### config.mk
export PLATFORM = sky130hd
export DESIGN_NAME = addr_mode_sequencer
export DESIGN_NICKNAME = d
export VERILOG_FILES = /design/src/rtl/addr_mode_sequencer.sv
export SDC_FILE = /design/constraint.sdc
export NUM_CORES = 1
export LEC_CHECK = 0
export BUFFER_PORTS_ARGS = -buffer_cell sky130_fd_sc_hd__buf_2
export CAP_MARGIN = 20
export CORE_MARGIN = 2
export CORE_UTILIZATION = 51
export CTS_BUF_LIST = sky130_fd_sc_hd__clkbuf_4 sky130_fd_sc_hd__clkbuf_8
export DETAILED_ROUTE_END_ITERATION = 8
export PLACE_DENSITY = 0.93
export SETUP_SLACK_MARGIN = 0.5
export SLEW_MARGIN = 20
export SYNTH_ARGS = -nofsm -noshare
export SYNTH_HDL_FRONTEND = slang
export SYNTH_SLANG_ARGS = --single-unit
### constraint.sdc
create_clock -name clk -period 2 [get_ports clk]
set_input_delay 0.4 -clock clk [delete_from_list [all_inputs] [get_ports clk]]
set_output_delay 0.4 -clock clk [all_outputs]
set_load 0.1 [all_outputs]
### src/rtl/addr_mode_sequencer.sv
// rtl/addr_mode_sequencer.sv - latches and decodes the opcode, then steps the addressing state for its mode
module addr_mode_sequencer #(
    parameter int NUM_MODES = 10,
    parameter int A_W       = 2
) (
    input  logic                 clk,
    input  logic                 rst,
    input  logic [7:0]           opcode,
    input  logic                 opcode_valid,
    input  logic                 rdy,
    input  logic                 carry_from_low_op,
    input  logic                 exec_done,
    output logic [7:0]           opCode_q,
    output logic [A_W-1:0]       state,
    output logic [NUM_MODES-1:0] mode_sel,
    output logic                 addr_active,
    output logic                 exec_active,
    output logic                 addr_done,
    output logic                 carry_to_high_op,
    output logic                 is_store_acc,
    output logic                 is_store_x,
    output logic                 is_store_y
);

    localparam int M_IMM   = 0;
    localparam int M_IMPL  = 1;
    localparam int M_ZPG   = 2;
    localparam int M_ZPG_X = 3;
    localparam int M_ZPG_Y = 4;
    localparam int M_ABS   = 5;
    localparam int M_ABS_X = 6;
    localparam int M_ABS_Y = 7;
    localparam int M_IND_X = 8;
    localparam int M_IND_Y = 9;

    typedef enum logic [1:0] {
        S_IDLE = 2'd0,
        S_ADDR = 2'd1,
        S_EXEC = 2'd2
    } fsm_t;

    fsm_t                 fsm_q, fsm_d;
    logic [7:0]           opcode_q, opcode_d;
    logic [A_W-1:0]       state_q, state_d;
    logic [NUM_MODES-1:0] mode_q, mode_d;
    logic                 carry_q, carry_d;

    logic [NUM_MODES-1:0] dec_mode;
    logic [A_W-1:0]       last_state;

    // cc=11 has no defined group; it is decoded like cc=01.
    function automatic logic [NUM_MODES-1:0] decode(input logic [7:0] op);
        logic [NUM_MODES-1:0] m;
        m = '0;
        if (op == 8'h96 || op == 8'hB6) begin
            m[M_ZPG_Y] = 1'b1;
        end else if (op == 8'hBE) begin
            m[M_ABS_Y] = 1'b1;
        end else if (op == 8'h20 || op == 8'h4C) begin
            m[M_ABS] = 1'b1;
        end else if (op[0]) begin
            case (op[4:2])
                3'b000:  m[M_IND_X] = 1'b1;
                3'b001:  m[M_ZPG]   = 1'b1;
                3'b010:  m[M_IMM]   = 1'b1;
                3'b011:  m[M_ABS]   = 1'b1;
                3'b100:  m[M_IND_Y] = 1'b1;
                3'b101:  m[M_ZPG_X] = 1'b1;
                3'b110:  m[M_ABS_Y] = 1'b1;
                default: m[M_ABS_X] = 1'b1;
            endcase
        end else begin
            case (op[4:2])
                3'b000:  m[op[7] ? M_IMM : M_IMPL] = 1'b1;
                3'b001:  m[M_ZPG]   = 1'b1;
                3'b011:  m[M_ABS]   = 1'b1;
                3'b101:  m[M_ZPG_X] = 1'b1;
                3'b111:  m[M_ABS_X] = 1'b1;
                default: m[M_IMPL]  = 1'b1;
            endcase
        end
        return m;
    endfunction

    function automatic logic has_addr(input logic [NUM_MODES-1:0] m);
        return !(m[M_IMM] || m[M_IMPL]);
    endfunction

    // Final addressing state is the mode's cycle count minus one.
    function automatic logic [A_W-1:0] last_of(input logic [NUM_MODES-1:0] m);
        logic [A_W-1:0] l;
        l = '0;
        if (m[M_ZPG_X] || m[M_ZPG_Y] || m[M_ABS]) l = 2'd1;
        if (m[M_ABS_X] || m[M_ABS_Y])             l = 2'd2;
        if (m[M_IND_X] || m[M_IND_Y])             l = 2'd3;
        return l;
    endfunction

    assign dec_mode   = decode(opcode);
    assign last_state = last_of(mode_q);

    always_ff @(posedge clk or posedge rst) begin
        if (rst) begin
            fsm_q    <= S_IDLE;
            opcode_q <= 8'h00;
            state_q  <= '0;
            mode_q   <= '0;
            carry_q  <= 1'b0;
        end else begin
            fsm_q    <= fsm_d;
            opcode_q <= opcode_d;
            state_q  <= state_d;
            mode_q   <= mode_d;
            carry_q  <= carry_d;
        end
    end

    always_comb begin
        fsm_d    = fsm_q;
        opcode_d = opcode_q;
        state_d  = state_q;
        mode_d   = mode_q;
        carry_d  = carry_q;
        if (rdy) begin
            case (fsm_q)
                S_IDLE: begin
                    if (opcode_valid) begin
                        opcode_d = opcode;
                        mode_d   = dec_mode;
                        state_d  = '0;
                        if (has_addr(dec_mode)) begin
                            fsm_d = S_ADDR;
                        end else begin
                            fsm_d   = S_EXEC;
                            carry_d = 1'b0;
                        end
                    end
                end
                S_ADDR: begin
                    if (mode_q[M_IND_Y] && state_q == 2'd1) begin
                        carry_d = carry_from_low_op;
                    end
                    if (state_q == last_state) begin
                        fsm_d   = S_EXEC;
                        state_d = '0;
                        carry_d = 1'b0;
                    end else begin
                        state_d = state_q + 1'b1;
                    end
                end
                S_EXEC: begin
                    if (exec_done) begin
                        fsm_d = S_IDLE;
                    end
                end
                default: fsm_d = S_IDLE;
            endcase
        end
    end

    assign opCode_q         = opcode_q;
    assign state            = state_q;
    assign mode_sel         = mode_q;
    assign carry_to_high_op = carry_q;
    assign addr_active      = (fsm_q == S_ADDR);
    assign exec_active      = (fsm_q == S_EXEC);
    assign addr_done        = addr_active && (state_q == last_state);

    assign is_store_acc = (opcode_q[7:5] == 3'b100) && (opcode_q[1:0] == 2'b01) && (opcode_q != 8'h89);
    assign is_store_x   = (opcode_q == 8'h86) || (opcode_q == 8'h8E) || (opcode_q == 8'h96);
    assign is_store_y   = (opcode_q == 8'h84) || (opcode_q == 8'h8C) || (opcode_q == 8'h94);

endmodule

==> results.py <==
metrics = {
    "run_status": {
        "outcome": "complete, but fails checks",
        "violations": "negative setup slack",
    },
    "setup_path": {
        "worstPathRequired_ns": 1.60,
        "cp_max_fo": 5,
        "cpMaxStageDelayCell": "dfrtp_4",
        "cp_slowest_stage_delay_ns": 0.54,
        "start_kind": "flop",
        "critical-path-top-delay-family": "simple AND/OR/NAND/NOR gates",
        "crit_chain": "or3_1 > o21ai_2 > a21oi_2 > nor2_4 > buf_12",
        "critPathKind": "flop to output pin",
        "end_kind": "output pin",
        "critPathBufInv": 1,
        "worst_ep_arrival_time_ns": 1.98,
        "r2r_setup_slack_ns": 0.15,
    },
    "layout": {
        "fillers": 45,
        "nNetsFinal": 210,
        "utilization": 0.961,
        "area_growth_pct": 76.6,
        "n_antenna_cell": 0,
        "layout-drive-gt1-share": 0.619,
    },
    "cts": {
        "cts_hold_buf": 0,
        "cts_buffer_depth": 2,
        "clk_pin_slew_ns": 0.13,
        "root_buffer": "clkbuf_4",
        "cts_sinks": 23,
        "cts_made_buffers": 3,
        "clk_latency_ns": 0.32,
        "h-tree-depth": 1,
        "cts_tree": "built",
    },
    "sta": {
        "grt_setup_unrepaired": "true",
        "final.min_clock_period_ns": 2.38,
        "setup_ws_ns": -0.382,
        "skew_ns": 0.00450,
        "fin_crit_sh": 1.19,
        "fmax_mhz": 420,
        "setup_violations": 4,
        "finalMaxSlewViolations": 0,
        "hold_viol_final": 0,
        "tightest_slew_ns": 0.686,
        "relSlewSlack": 0.539,
    },
    "detailed_routing": {
        "drtIter0Drc": 114,
        "route.detailed.drc": 0,
        "ant_nets": 0,
        "wl_mm": 6.21,
        "vias": 1570,
        "dr.pass1.iters": 5,
        "route.detailed.wl_per_inst_um": 28.0,
        "vias_per_cell": 7.07,
    },
    "synth": {
        "yosys.area_share.simple": 0.245,
        "synth_xor_area_frac": 0,
        "synth_fa_ha_area_frac": 0.0103,
        "synth-compound-area-share": 0.220,
        "synth_cell_types": 38,
        "syn_area_um2": 1210,
        "synthCells": 140,
        "ys_ff_latch": 23,
        "ys_seq_area_frac": 0.474,
        "syn_nets": 155,
        "ys_warn_count": 0,
        "syn_avg_cell_area_um2": 8.68,
        "synth_top_family_by_area": "simple AND/OR/NAND/NOR gates",
        "synth_mux_area_frac": 0.00927,
    },
    "die": {
        "fp.dieW_um": 52.8,
        "ios": 41,
        "initial_core_util": 0.544,
        "rows": 17,
        "die_area_um2": 2790,
        "die_h_um": 52.8,
        "core-area_um2": 2230,
    },
    "grt": {
        "antenna_found_initial": 0,
        "grt_pass1_vias": 1255,
        "grt_pass1_wl_mm": 6.04,
        "grt_max_degree": 25,
        "grt_overflow_total": 0,
        "grt_util_all_layers": 0.302,
    },
    "worst_hold_path": {
        "hold_path_class": "input port to async pin",
    },
    "place": {
        "dpl.hpwl_mm": 2.35,
        "gp_congestion": 0.825,
        "port_buffers": 40,
    },
    "run": {
        "maxCapViolCount": 0,
    },
}
## logic make-up (layout without fill, tap and decap cells)
kind of cell,count (synthesis),in the layout
multiplexers,1,1
flip-flops,23,23
AO/OA/AOI/OAI,37,37
adder cells (fa/ha/maj),1,1
buffers and inverters,13,67
AND/OR/NAND/NOR,65,65
## worst register-to-register path: stages (launching register included)
cell      delay, ns
dfrtp_2        0.47
buf_4          0.16
o31ai_1        0.61
nor2_1         0.14
a21oi_1        0.21
o211ai_1       0.14
## state kept, by name (all words and copies together), names as in the netlist
signal,count
opCode_q,8
mode_sel,10
carry_to_high_op,1
fsm_q,2
state,2
## placed cells by master, fill, tap and decap left out, types with 3 or more instances in the layout
master and n:
inv_1 7, o31ai_2 3, dfrtp_4 7, o21ai_0 7, o21ai_2 4, buf_12 9, nand2_2 7, nand3_1 3
dfrtp_2 11, buf_2 13, clkbuf_16 3, buf_4 18, nand2_4 4, buf_6 9, dfrtp_1 5, nand2_1 26
clkbuf_4 5, nor2_1 5
## layer usage
metal	routed length [µm]	share of wire	track usage	vias to the layer above
met5	0	0	0	-
met4	451	0.073	0.107	0
met3	684	0.11	0.0457	52
met2	2940	0.47	0.515	168
met1	2130	0.34	0.385	739
li1	-	-	-	611
## what timing repair did
item                                    CTS  global route
resized for setup                        37            54
setup buffers                             5             2
cloned                                    0             4
endpoints found under the hold margin     0             0
endpoints found under the setup margin   31            28
pin swaps                                 2            16
## metrics by stage
step	hold WS (ns)	instances	setup WS [ns]	area, µm²	TNS [ns]
2_1_floorplan	0.401	140	-0.652	1340	-1.63
3_5_place_dp	0.454	207	0.112	1650	0
3_3_place_gp	0.447	207	0.140	1650	0
6_report	0.141	222	-0.382	2150	-0.814
4_1_cts	0.116	216	-0.179	1830	-0.536
5_1_grt	0.167	222	-0.386	2150	-0.921
## cell type report
| type | instances | area [µm²] | area share |
|---|---|---|---|
| tap | 28 | 35.0 | 0.0163 |
| inverter | 8 | 33.8 | 0.0157 |
| clock buffer | 4 | 30.0 | 0.0140 |
| multi-input combinational | 104 | 837 | 0.390 |
| timing repair buffer | 55 | 594 | 0.277 |
| sequential | 23 | 616 | 0.287 |
## final timing paths
kind | from | to | depth (start not counted)
setup / recovery | mode_sel[6]$_DFFE_PP0P_ | addr_done | 5
min in group clk | opcode[1] | opCode_q[1]$_DFFE_PP0P_ | 3
setup reg to reg | fsm_q[0]$_DFFE_PP0P_ | carry_to_high_op$_DFFE_PP0P_ | 5
max in group asynchronous | rst | mode_sel[4]$_DFFE_PP0P_ | 3
hold / removal | rst | mode_sel[5]$_DFFE_PP0P_ | 3
hold reg to reg | mode_sel[1]$_DFFE_PP0P_ | mode_sel[1]$_DFFE_PP0P_ | 1
## Yosys cell counts
cell type   n  share of area
a2111oi_0   2          0.014
a21oi_2     1         0.0072
and3_1      1         0.0052
nor3_1      3          0.012
mux2_2      1         0.0093
a22o_2      1         0.0082
inv_1       8          0.025
o21ai_0    11          0.045
nor4_1      1         0.0052
o41ai_1     2          0.014
nand2b_1    2          0.010
a31oi_1     2          0.010
clkbuf_1    4          0.012
nand3_1     4          0.016
a21oi_1     2         0.0082
or4_1       1         0.0062
nor2b_1     1         0.0052
nor2_1      8          0.025
o211a_1     2          0.016
a311o_1     1         0.0082
o211ai_1    1         0.0062
or3b_2      2          0.014
o221ai_1    1         0.0072
or4b_1      1         0.0082
or3_1       2          0.010
a211oi_1    1         0.0062
dfrtp_1    23           0.47
nand4b_1    1         0.0072
ha_1        1          0.010
o31ai_1     5          0.031
buf_2       1         0.0041
o2111ai_1   1         0.0072
or2_2       1         0.0052
a211o_2     1         0.0082
a211o_1     1         0.0072
a41o_1      1         0.0082
nand2_1    37           0.11
a21o_1      1         0.0062
Power is left out: the tool's default activity adds up to more than one toggle a clock period on the data nets, which glitch-free logic cannot reach.
